File: src/rtl/instr_stream_encoder_pkg.sv
// Shared types and the RV32I field-to-word packing used by the instruction stream encoder.
package instr_stream_encoder_pkg;

    typedef logic [31:0] raw_instr_t;

    typedef enum logic [6:0] {
        OP_LOAD     = 7'b0000011,
        OP_MISC_MEM = 7'b0001111,
        OP_IMM      = 7'b0010011,
        OP_AUIPC    = 7'b0010111,
        OP_STORE    = 7'b0100011,
        OP_REG      = 7'b0110011,
        OP_LUI      = 7'b0110111,
        OP_BRANCH   = 7'b1100011,
        OP_JALR     = 7'b1100111,
        OP_JAL      = 7'b1101111,
        OP_SYSTEM   = 7'b1110011
    } opcode_t;

    typedef enum logic [2:0] {
        TYPE_R, TYPE_I, TYPE_S, TYPE_SB, TYPE_U, TYPE_UJ, TYPE_ILLEGAL
    } instr_type_t;

    typedef struct packed {
        logic [6:0]  opcode;
        logic [31:0] imm;
        logic [2:0]  funct3;
        logic [6:0]  funct7;
        logic [4:0]  rs1;
        logic [4:0]  rs2;
        logic [4:0]  rd;
    } decoded_instr_t;

    typedef enum logic [1:0] {
        ST_IDLE, ST_RUN, ST_DRAIN, ST_DONE
    } enc_state_t;

    localparam raw_instr_t NOP_INSTR = 32'h0000_0013;

    function automatic instr_type_t get_instr_type(input logic [6:0] opcode);
        instr_type_t t;
        case (opcode)
            OP_REG:                                           t = TYPE_R;
            OP_LOAD, OP_MISC_MEM, OP_IMM, OP_JALR, OP_SYSTEM: t = TYPE_I;
            OP_STORE:                                         t = TYPE_S;
            OP_BRANCH:                                        t = TYPE_SB;
            OP_LUI, OP_AUIPC:                                 t = TYPE_U;
            OP_JAL:                                           t = TYPE_UJ;
            default:                                          t = TYPE_ILLEGAL;
        endcase
        return t;
    endfunction

    function automatic logic is_legal_opcode(input logic [6:0] opcode);
        return get_instr_type(opcode) != TYPE_ILLEGAL;
    endfunction

    // Branch/jump offsets are halfword aligned, so imm[0] never reaches the word.
    function automatic raw_instr_t encode_instruction(input decoded_instr_t d);
        raw_instr_t w;
        case (get_instr_type(d.opcode))
            TYPE_R:  w = {d.funct7, d.rs2, d.rs1, d.funct3, d.rd, d.opcode};
            TYPE_I:  w = {d.imm[11:0], d.rs1, d.funct3, d.rd, d.opcode};
            TYPE_S:  w = {d.imm[11:5], d.rs2, d.rs1, d.funct3, d.imm[4:0], d.opcode};
            TYPE_SB: w = {d.imm[12], d.imm[10:5], d.rs2, d.rs1, d.funct3,
                          d.imm[4:1], d.imm[11], d.opcode};
            TYPE_U:  w = {d.imm[31:12], d.rd, d.opcode};
            TYPE_UJ: w = {d.imm[20], d.imm[10:1], d.imm[11], d.imm[19:12], d.rd, d.opcode};
            default: w = NOP_INSTR;
        endcase
        return w;
    endfunction

endpackage

File: src/rtl/instr_stream_encoder_if.sv
// Field-bundle input stream and encoded-word output stream of the instruction encoder.
interface instr_stream_encoder_if #(parameter int ADDR_W = 32);
    import instr_stream_encoder_pkg::*;

    logic              in_valid;
    logic              in_ready;
    decoded_instr_t    in_instr;
    logic              out_valid;
    logic              out_ready;
    raw_instr_t        out_instr;
    logic [ADDR_W-1:0] out_addr;

    modport master (output in_valid, in_instr, out_ready,
                    input  in_ready, out_valid, out_instr, out_addr);
    modport slave  (input  in_valid, in_instr, out_ready,
                    output in_ready, out_valid, out_instr, out_addr);
endinterface

File: src/rtl/instr_stream_encoder_skid_buf.sv
// Two-entry buffer; in_ready depends only on the stored level, never on out_ready.
module instr_skid_buf #(
    parameter int WIDTH = 64
) (
    input  logic             clk,
    input  logic             rst_n,
    input  logic             in_valid,
    output logic             in_ready,
    input  logic [WIDTH-1:0] in_data,
    output logic             out_valid,
    input  logic             out_ready,
    output logic [WIDTH-1:0] out_data,
    output logic [1:0]       level
);
    logic [WIDTH-1:0] mem_r [2];
    logic             wr_ptr_r;
    logic             rd_ptr_r;
    logic [1:0]       count_r;
    logic             push_s;
    logic             pop_s;

    assign in_ready  = (count_r != 2'd2);
    assign out_valid = (count_r != 2'd0);
    assign out_data  = mem_r[rd_ptr_r];
    assign level     = count_r;
    assign push_s    = in_valid && in_ready;
    assign pop_s     = out_valid && out_ready;

    // Storage, pointers and occupancy.
    always_ff @(posedge clk or negedge rst_n) begin
        if (!rst_n) begin
            mem_r[0] <= {WIDTH{1'b0}};
            mem_r[1] <= {WIDTH{1'b0}};
            wr_ptr_r <= 1'b0;
            rd_ptr_r <= 1'b0;
            count_r  <= 2'd0;
        end else begin
            if (push_s) begin
                mem_r[wr_ptr_r] <= in_data;
                wr_ptr_r        <= ~wr_ptr_r;
            end
            if (pop_s) begin
                rd_ptr_r <= ~rd_ptr_r;
            end
            case ({push_s, pop_s})
                2'b10:   count_r <= count_r + 2'd1;
                2'b01:   count_r <= count_r - 2'd1;
                default: count_r <= count_r;
            endcase
        end
    end
endmodule

File: src/rtl/instr_stream_encoder.sv
// Sequences prog_len decoded bundles into addressed RV32I words under a start/busy/done controller.
module instr_stream_encoder
    import instr_stream_encoder_pkg::*;
#(
    parameter int ADDR_W = 32,
    parameter int LEN_W  = 16,
    parameter int CNT_W  = 8
) (
    input  logic               clk,
    input  logic               rst_n,
    input  logic               start,
    input  logic [ADDR_W-1:0]  base_addr,
    input  logic [LEN_W-1:0]   prog_len,
    instr_stream_encoder_if.slave bus,
    output logic               busy,
    output logic               done,
    output logic               err_illegal,
    output logic [CNT_W-1:0]   illegal_count
);
    localparam int BUF_W = ADDR_W + 32;

    enc_state_t        state_r, state_s;
    logic [ADDR_W-1:0] addr_r;
    logic [LEN_W-1:0]  len_r;
    logic [LEN_W-1:0]  acc_r;
    logic              err_r;
    logic [CNT_W-1:0]  ill_cnt_r;

    logic              buf_in_ready_s;
    logic              buf_out_valid_s;
    logic [BUF_W-1:0]  buf_in_data_s;
    logic [BUF_W-1:0]  buf_out_data_s;
    logic [1:0]        buf_level_s;
    logic              in_ready_s;
    logic              in_hs_s;
    logic              all_accepted_s;
    logic              drain_done_s;

    assign all_accepted_s = (acc_r == len_r);
    assign in_ready_s     = (state_r == ST_RUN) && !all_accepted_s && buf_in_ready_s;
    assign in_hs_s        = bus.in_valid && in_ready_s;
    assign buf_in_data_s  = {addr_r, encode_instruction(bus.in_instr)};
    // True when the buffer is empty after this cycle's downstream handshake.
    assign drain_done_s   = (buf_level_s == 2'd0) || ((buf_level_s == 2'd1) && bus.out_ready);

    assign bus.in_ready   = in_ready_s;
    assign bus.out_valid  = buf_out_valid_s;
    assign bus.out_addr   = buf_out_data_s[BUF_W-1:32];
    assign bus.out_instr  = buf_out_data_s[31:0];
    assign busy           = (state_r == ST_RUN) || (state_r == ST_DRAIN);
    assign done           = (state_r == ST_DONE);
    assign err_illegal    = err_r;
    assign illegal_count  = ill_cnt_r;

    instr_skid_buf #(.WIDTH(BUF_W)) u_skid (
        .clk       (clk),
        .rst_n     (rst_n),
        .in_valid  (in_hs_s),
        .in_ready  (buf_in_ready_s),
        .in_data   (buf_in_data_s),
        .out_valid (buf_out_valid_s),
        .out_ready (bus.out_ready),
        .out_data  (buf_out_data_s),
        .level     (buf_level_s)
    );

    // Controller state register.
    always_ff @(posedge clk or negedge rst_n) begin
        if (!rst_n) begin
            state_r <= ST_IDLE;
        end else begin
            state_r <= state_s;
        end
    end

    // Next-state: entering DONE on the last downstream handshake makes done lag it by exactly one cycle.
    always_comb begin
        state_s = state_r;
        case (state_r)
            ST_IDLE: begin
                if (start) begin
                    if (prog_len == {LEN_W{1'b0}}) state_s = ST_DONE;
                    else                           state_s = ST_RUN;
                end else begin
                    state_s = ST_IDLE;
                end
            end
            ST_RUN: begin
                if (all_accepted_s && drain_done_s) state_s = ST_DONE;
                else if (all_accepted_s)            state_s = ST_DRAIN;
                else                                state_s = ST_RUN;
            end
            ST_DRAIN: begin
                if (drain_done_s) state_s = ST_DONE;
                else              state_s = ST_DRAIN;
            end
            ST_DONE:  state_s = ST_IDLE;
            default:  state_s = ST_IDLE;
        endcase
    end

    // Program bookkeeping: address/word counters and illegal-opcode tracking.
    always_ff @(posedge clk or negedge rst_n) begin
        if (!rst_n) begin
            addr_r    <= {ADDR_W{1'b0}};
            len_r     <= {LEN_W{1'b0}};
            acc_r     <= {LEN_W{1'b0}};
            err_r     <= 1'b0;
            ill_cnt_r <= {CNT_W{1'b0}};
        end else if ((state_r == ST_IDLE) && start) begin
            addr_r    <= {base_addr[ADDR_W-1:2], 2'b00};
            len_r     <= prog_len;
            acc_r     <= {LEN_W{1'b0}};
            err_r     <= 1'b0;
            ill_cnt_r <= {CNT_W{1'b0}};
        end else if (in_hs_s) begin
            addr_r <= addr_r + ADDR_W'(4);
            acc_r  <= acc_r + LEN_W'(1);
            if (!is_legal_opcode(bus.in_instr.opcode)) begin
                err_r <= 1'b1;
                if (ill_cnt_r != {CNT_W{1'b1}}) begin
                    ill_cnt_r <= ill_cnt_r + CNT_W'(1);
                end
            end
        end
    end
endmodule

File: src/flat_wrapper.sv
// flat-port wrapper written by rule: the top's interface ports become plain ports
module instr_stream_encoder_flat import instr_stream_encoder_pkg::*;
#(
    parameter int ADDR_W = 32,
    parameter int LEN_W  = 16,
    parameter int CNT_W  = 8
)
  (clk, rst_n, start, base_addr, prog_len, busy, done, err_illegal, illegal_count, bus_in_valid, bus_in_instr, bus_out_ready, bus_in_ready, bus_out_valid, bus_out_instr, bus_out_addr);
  instr_stream_encoder_if #(.ADDR_W(ADDR_W)) bus_i ();
  input  logic clk;
  input  logic rst_n;
  input  logic start;
  input  logic [ADDR_W-1:0] base_addr;
  input  logic [LEN_W-1:0] prog_len;
  output logic busy;
  output logic done;
  output logic err_illegal;
  output logic [CNT_W-1:0] illegal_count;
  input wire logic [$bits(bus_i.in_valid)-1:0] bus_in_valid;
  input wire logic [$bits(bus_i.in_instr)-1:0] bus_in_instr;
  input wire logic [$bits(bus_i.out_ready)-1:0] bus_out_ready;
  output wire logic [$bits(bus_i.in_ready)-1:0] bus_in_ready;
  output wire logic [$bits(bus_i.out_valid)-1:0] bus_out_valid;
  output wire logic [$bits(bus_i.out_instr)-1:0] bus_out_instr;
  output wire logic [$bits(bus_i.out_addr)-1:0] bus_out_addr;
  assign bus_i.in_valid = bus_in_valid;
  assign bus_i.in_instr = bus_in_instr;
  assign bus_i.out_ready = bus_out_ready;
  assign bus_in_ready = bus_i.in_ready;
  assign bus_out_valid = bus_i.out_valid;
  assign bus_out_instr = bus_i.out_instr;
  assign bus_out_addr = bus_i.out_addr;
  instr_stream_encoder #(.ADDR_W(ADDR_W), .LEN_W(LEN_W), .CNT_W(CNT_W)) u_core (.clk(clk), .rst_n(rst_n), .start(start), .base_addr(base_addr), .prog_len(prog_len), .bus(bus_i), .busy(busy), .done(done), .err_illegal(err_illegal), .illegal_count(illegal_count));
endmodule
File: config.mk
export PLATFORM = sky130hd
export DESIGN_NAME = instr_stream_encoder_flat
export DESIGN_NICKNAME = d
export VERILOG_FILES = /design/src/rtl/instr_stream_encoder_pkg.sv /design/src/rtl/instr_stream_encoder_if.sv /design/src/rtl/instr_stream_encoder_skid_buf.sv /design/src/rtl/instr_stream_encoder.sv /design/src/flat_wrapper.sv
export SDC_FILE = /design/constraint.sdc
export NUM_CORES = 1
export LEC_CHECK = 0
export ABC_AREA = 1
export BUFFER_PORTS_ARGS = -buffer_cell sky130_fd_sc_hd__buf_2
export CORE_MARGIN = 2
export CORE_UTILIZATION = 52
export CTS_CLUSTER_SIZE = 14
export DETAILED_ROUTE_END_ITERATION = 7
export HOLD_SLACK_MARGIN = 0.02
export MAX_ROUTING_LAYER = met4
export PLACE_DENSITY = 0.77
export SLEW_MARGIN = 20
export SYNTH_ARGS = -nofsm -noshare
export SYNTH_HDL_FRONTEND = slang
export SYNTH_HIERARCHICAL = 1
export SYNTH_SLANG_ARGS = --single-unit
export TNS_END_PERCENT = 30
File: constraint.sdc
create_clock -name clk -period 2.3 [get_ports clk]
set_input_delay 0 -clock clk [delete_from_list [all_inputs] [get_ports clk]]
set_output_delay 0 -clock clk [all_outputs]
set_load 0.03 [all_outputs]
==> metrics.cfg <==
[finish]
fin_nets = 2068
drive_above_1_share = 0.177
final_common_cell = nand2_1
syn_to_final_growth_pct = 25.1
mostFrequentLayoutCells = nand2_1 (759), dfrtp_1 (202), buf_2 (188), nand4_1 (145), inv_1 (92)
finish.utilization = 0.664
fill_cells = 1904
antenna_cells = 0

[timing]
setup_viol = 0
fmax_mhz = 457
layout_min_cycle_time_ns = 2.19
holdWs_ns = 0.0381
post-route-period-util = 0.952
rsz0062_at_grt = true
finalHoldViolCount = 0
maxSlewViolCount = 0
fin_worst_skew_ns = 0.00838
worst_pin_slew_ns = 0.811
finalSetupTns_ns = 0
max_slew_margin = 0.459

[worst_setup_path]
crit_arrival_ns = 2.59
cp.required_ns = 2.70
critPathCaptureType = register
critPathKind = register to register
crit_fanout = 12
startpoint_type = register

[clock_network]
numCtsBuffers = 23
clock-sinks = 205
htreeDepth = 1
clk_latency_ns = 0.50
cts-root-buf = clkbuf_16
clkTransAtPathRegs_ns = 0.06
cts_tree = yes
clockBufferDepth = 3

[yosys]
synthDistinctLibCells = 45
syn_area_per_cell_um2 = 7.18
ys_warn_count = 6
synthArstFlopShare = 1.00
netlist_area_um2 = 12000
synth-seq-cells = 205
ys.flop_type = dfrtp_1
netlist_instances = 1673
ys_seq_area_frac = 0.427
synth-edff-count = 0

[pwr]
pwr_density_cell_nw_per_um2 = 1090
peakVddDrop_mv = 0.766
total_power_w = 0.0164
leakage_nw = 8.11

[drt]
routedWlPerCell_um = 16.0
wl_um = 35700
drt_first_pass_iters = 6
ant_nets = 0
vias = 12300
drtIter0Drc = 1008
routed_via_density = 5.48
drc = 0

[global_route]
grt_pass1_wl_um = 58200
antenna_found_initial = 0
grt.overflow.total = 0
grt_pass1_vias = 12000
grt_max_degree = 99
grt_usage = 0.300

[die]
core_um2 = 22600
io-pin-count = 194
rows = 55
die_y_um = 156
start_util = 0.531
die-area_um2 = 24300
die_x_um = 156

[flow_run]
maxCapViolations = 0

[place]
globalplace.congestion = 0.944
portBuffers = 191
dp_hpwl_um = 23400

[min_path]
hp-class = input pin to register

[outcome]
outcome = finished, final reports clean

-- final cells by class --
| type | instances | area [um2] | area share |
|---|---|---|---|
| clock inverter | 7 | 87.6 | 0.00583 |
| multi-input combinational | 1269 | 6000 | 0.399 |
| clock buffer | 31 | 626 | 0.0416 |
| sequential | 205 | 5130 | 0.341 |
| tap | 285 | 357 | 0.0237 |
| timing repair buffer | 335 | 2420 | 0.161 |
| inverter | 107 | 409 | 0.0272 |
-- kinds of logic after synthesis --
family / after synthesis / share of synthesized area
flops: 205 / 0.427
other cells: 1 / 0.000312
buf+inv: 202 / 0.0803
fa+ha+maj: 10 / 0.0104
xor+xnor: 49 / 0.0357
simple gates: 1125 / 0.409
compound gates: 81 / 0.0371
-- metal layers --
metal / track usage / routed length (um) / up-vias
li1: - / - / 5905
met1: 0.374 / 14900 / 5766
met2: 0.497 / 17200 / 490
met3: 0.0383 / 2440 / 100
met4: 0.127 / 1280 / 0
met5: - / 0 / -
-- cell usage after synthesis, types with 5 or more instances --
cell type | count | area (um2)
nor2_1 | 91 | 342
nand3_1 | 51 | 255
buf_4 | 13 | 97.6
nand2_1 | 761 | 2860
dfrtp_1 | 205 | 5130
buf_8 | 5 | 75.1
buf_2 | 54 | 270
a21oi_1 | 5 | 25.0
nor3_1 | 32 | 160
nor2_4 | 5 | 56.3
clkbuf_1 | 15 | 56.3
inv_1 | 94 | 353
inv_2 | 12 | 45.0
or2_2 | 5 | 31.3
nand4_1 | 145 | 907
xor2_1 | 42 | 368
o21ai_0 | 62 | 310
ha_1 | 10 | 125
xnor2_1 | 7 | 61.3
nand2_2 | 10 | 62.6
-- repair_timing --
item                                   CTS  global route
setup buffers                            0             8
endpoints found under the hold margin  303             0
gates resized for setup                  0            27
setup endpoints to repair                0           120
hold buffers                            91             0
-- power breakdown --
group / total (W) / switching [W] / internal, W / leakage (nW)
sequential: 0.00563 / 0.000948 / 0.00468 / 2.71
clock: 0.00357 / 0.00146 / 0.00212 / 0.349
combinational: 0.00721 / 0.00505 / 0.00216 / 5.05
total: 0.0164 / 0.00745 / 0.00896 / 8.11
-- final timing paths --
check / startpoint / to / slack, ns / depth (start not counted)
setup / recovery: u_core/acc_r[14]$_DFFE_PN0P_ / u_core/u_skid/level[1]$_DFFE_PN0P_ / 0.11 / 14
hold / removal: bus_in_instr[21] / u_core/u_skid/mem_r[95]$_DFFE_PN0P_ / 0.04 / 5
setup reg to reg: u_core/acc_r[14]$_DFFE_PN0P_ / u_core/u_skid/level[1]$_DFFE_PN0P_ / 0.11 / 14
hold reg to reg: u_core/u_skid/mem_r[112]$_DFFE_PN0P_ / u_core/u_skid/mem_r[112]$_DFFE_PN0P_ / 0.47 / 2
max in group asynchronous: rst_n / u_core/u_skid/mem_r[35]$_DFFE_PN0P_ / 1.48 / 3
min in group asynchronous: rst_n / u_core/u_skid/mem_r[65]$_DFFE_PN0P_ / 0.10 / 2
-- worst max-delay path: stages, from the launching register on --
cell	delay (ns)
dfrtp_1	0.44
or2_2	0.31
nand4_1	0.07
nor2_1	0.06
nand2_1	0.07
nor2_2	0.06
nor2_4	0.10
nand3_2	0.13
inv_6	0.16
nand2_1	0.09
ha_1	0.31
inv_1	0.09
nand3_1	0.08
nand2_1	0.06
nand2_1	0.05
-- registers in the layout (all words and copies together), names as in the netlist --
name / count
u_core/illegal_count: 8
u_core/acc_r: 16
u_core/u_skid/wr_ptr_r: 1
u_core/u_skid/mem_r: 128
u_core/state_r: 2
u_core/u_skid/level: 2
u_core/addr_r: 30
u_core/len_r: 16
u_core/u_skid/rd_ptr_r: 1
u_core/err_illegal: 1
-- stage by stage --
step	instances	cell area, um2	setup WS (ns)
floorplan	1676	12000	0.0475
global placement	2102	13300	0.0715
detailed placement	2102	13300	0.00652
CTS	2231	14900	0.0109
global route	2239	15000	-0.0340
finish	2239	15000	0.110
Note: power is estimated with default switching activity, not from simulation.
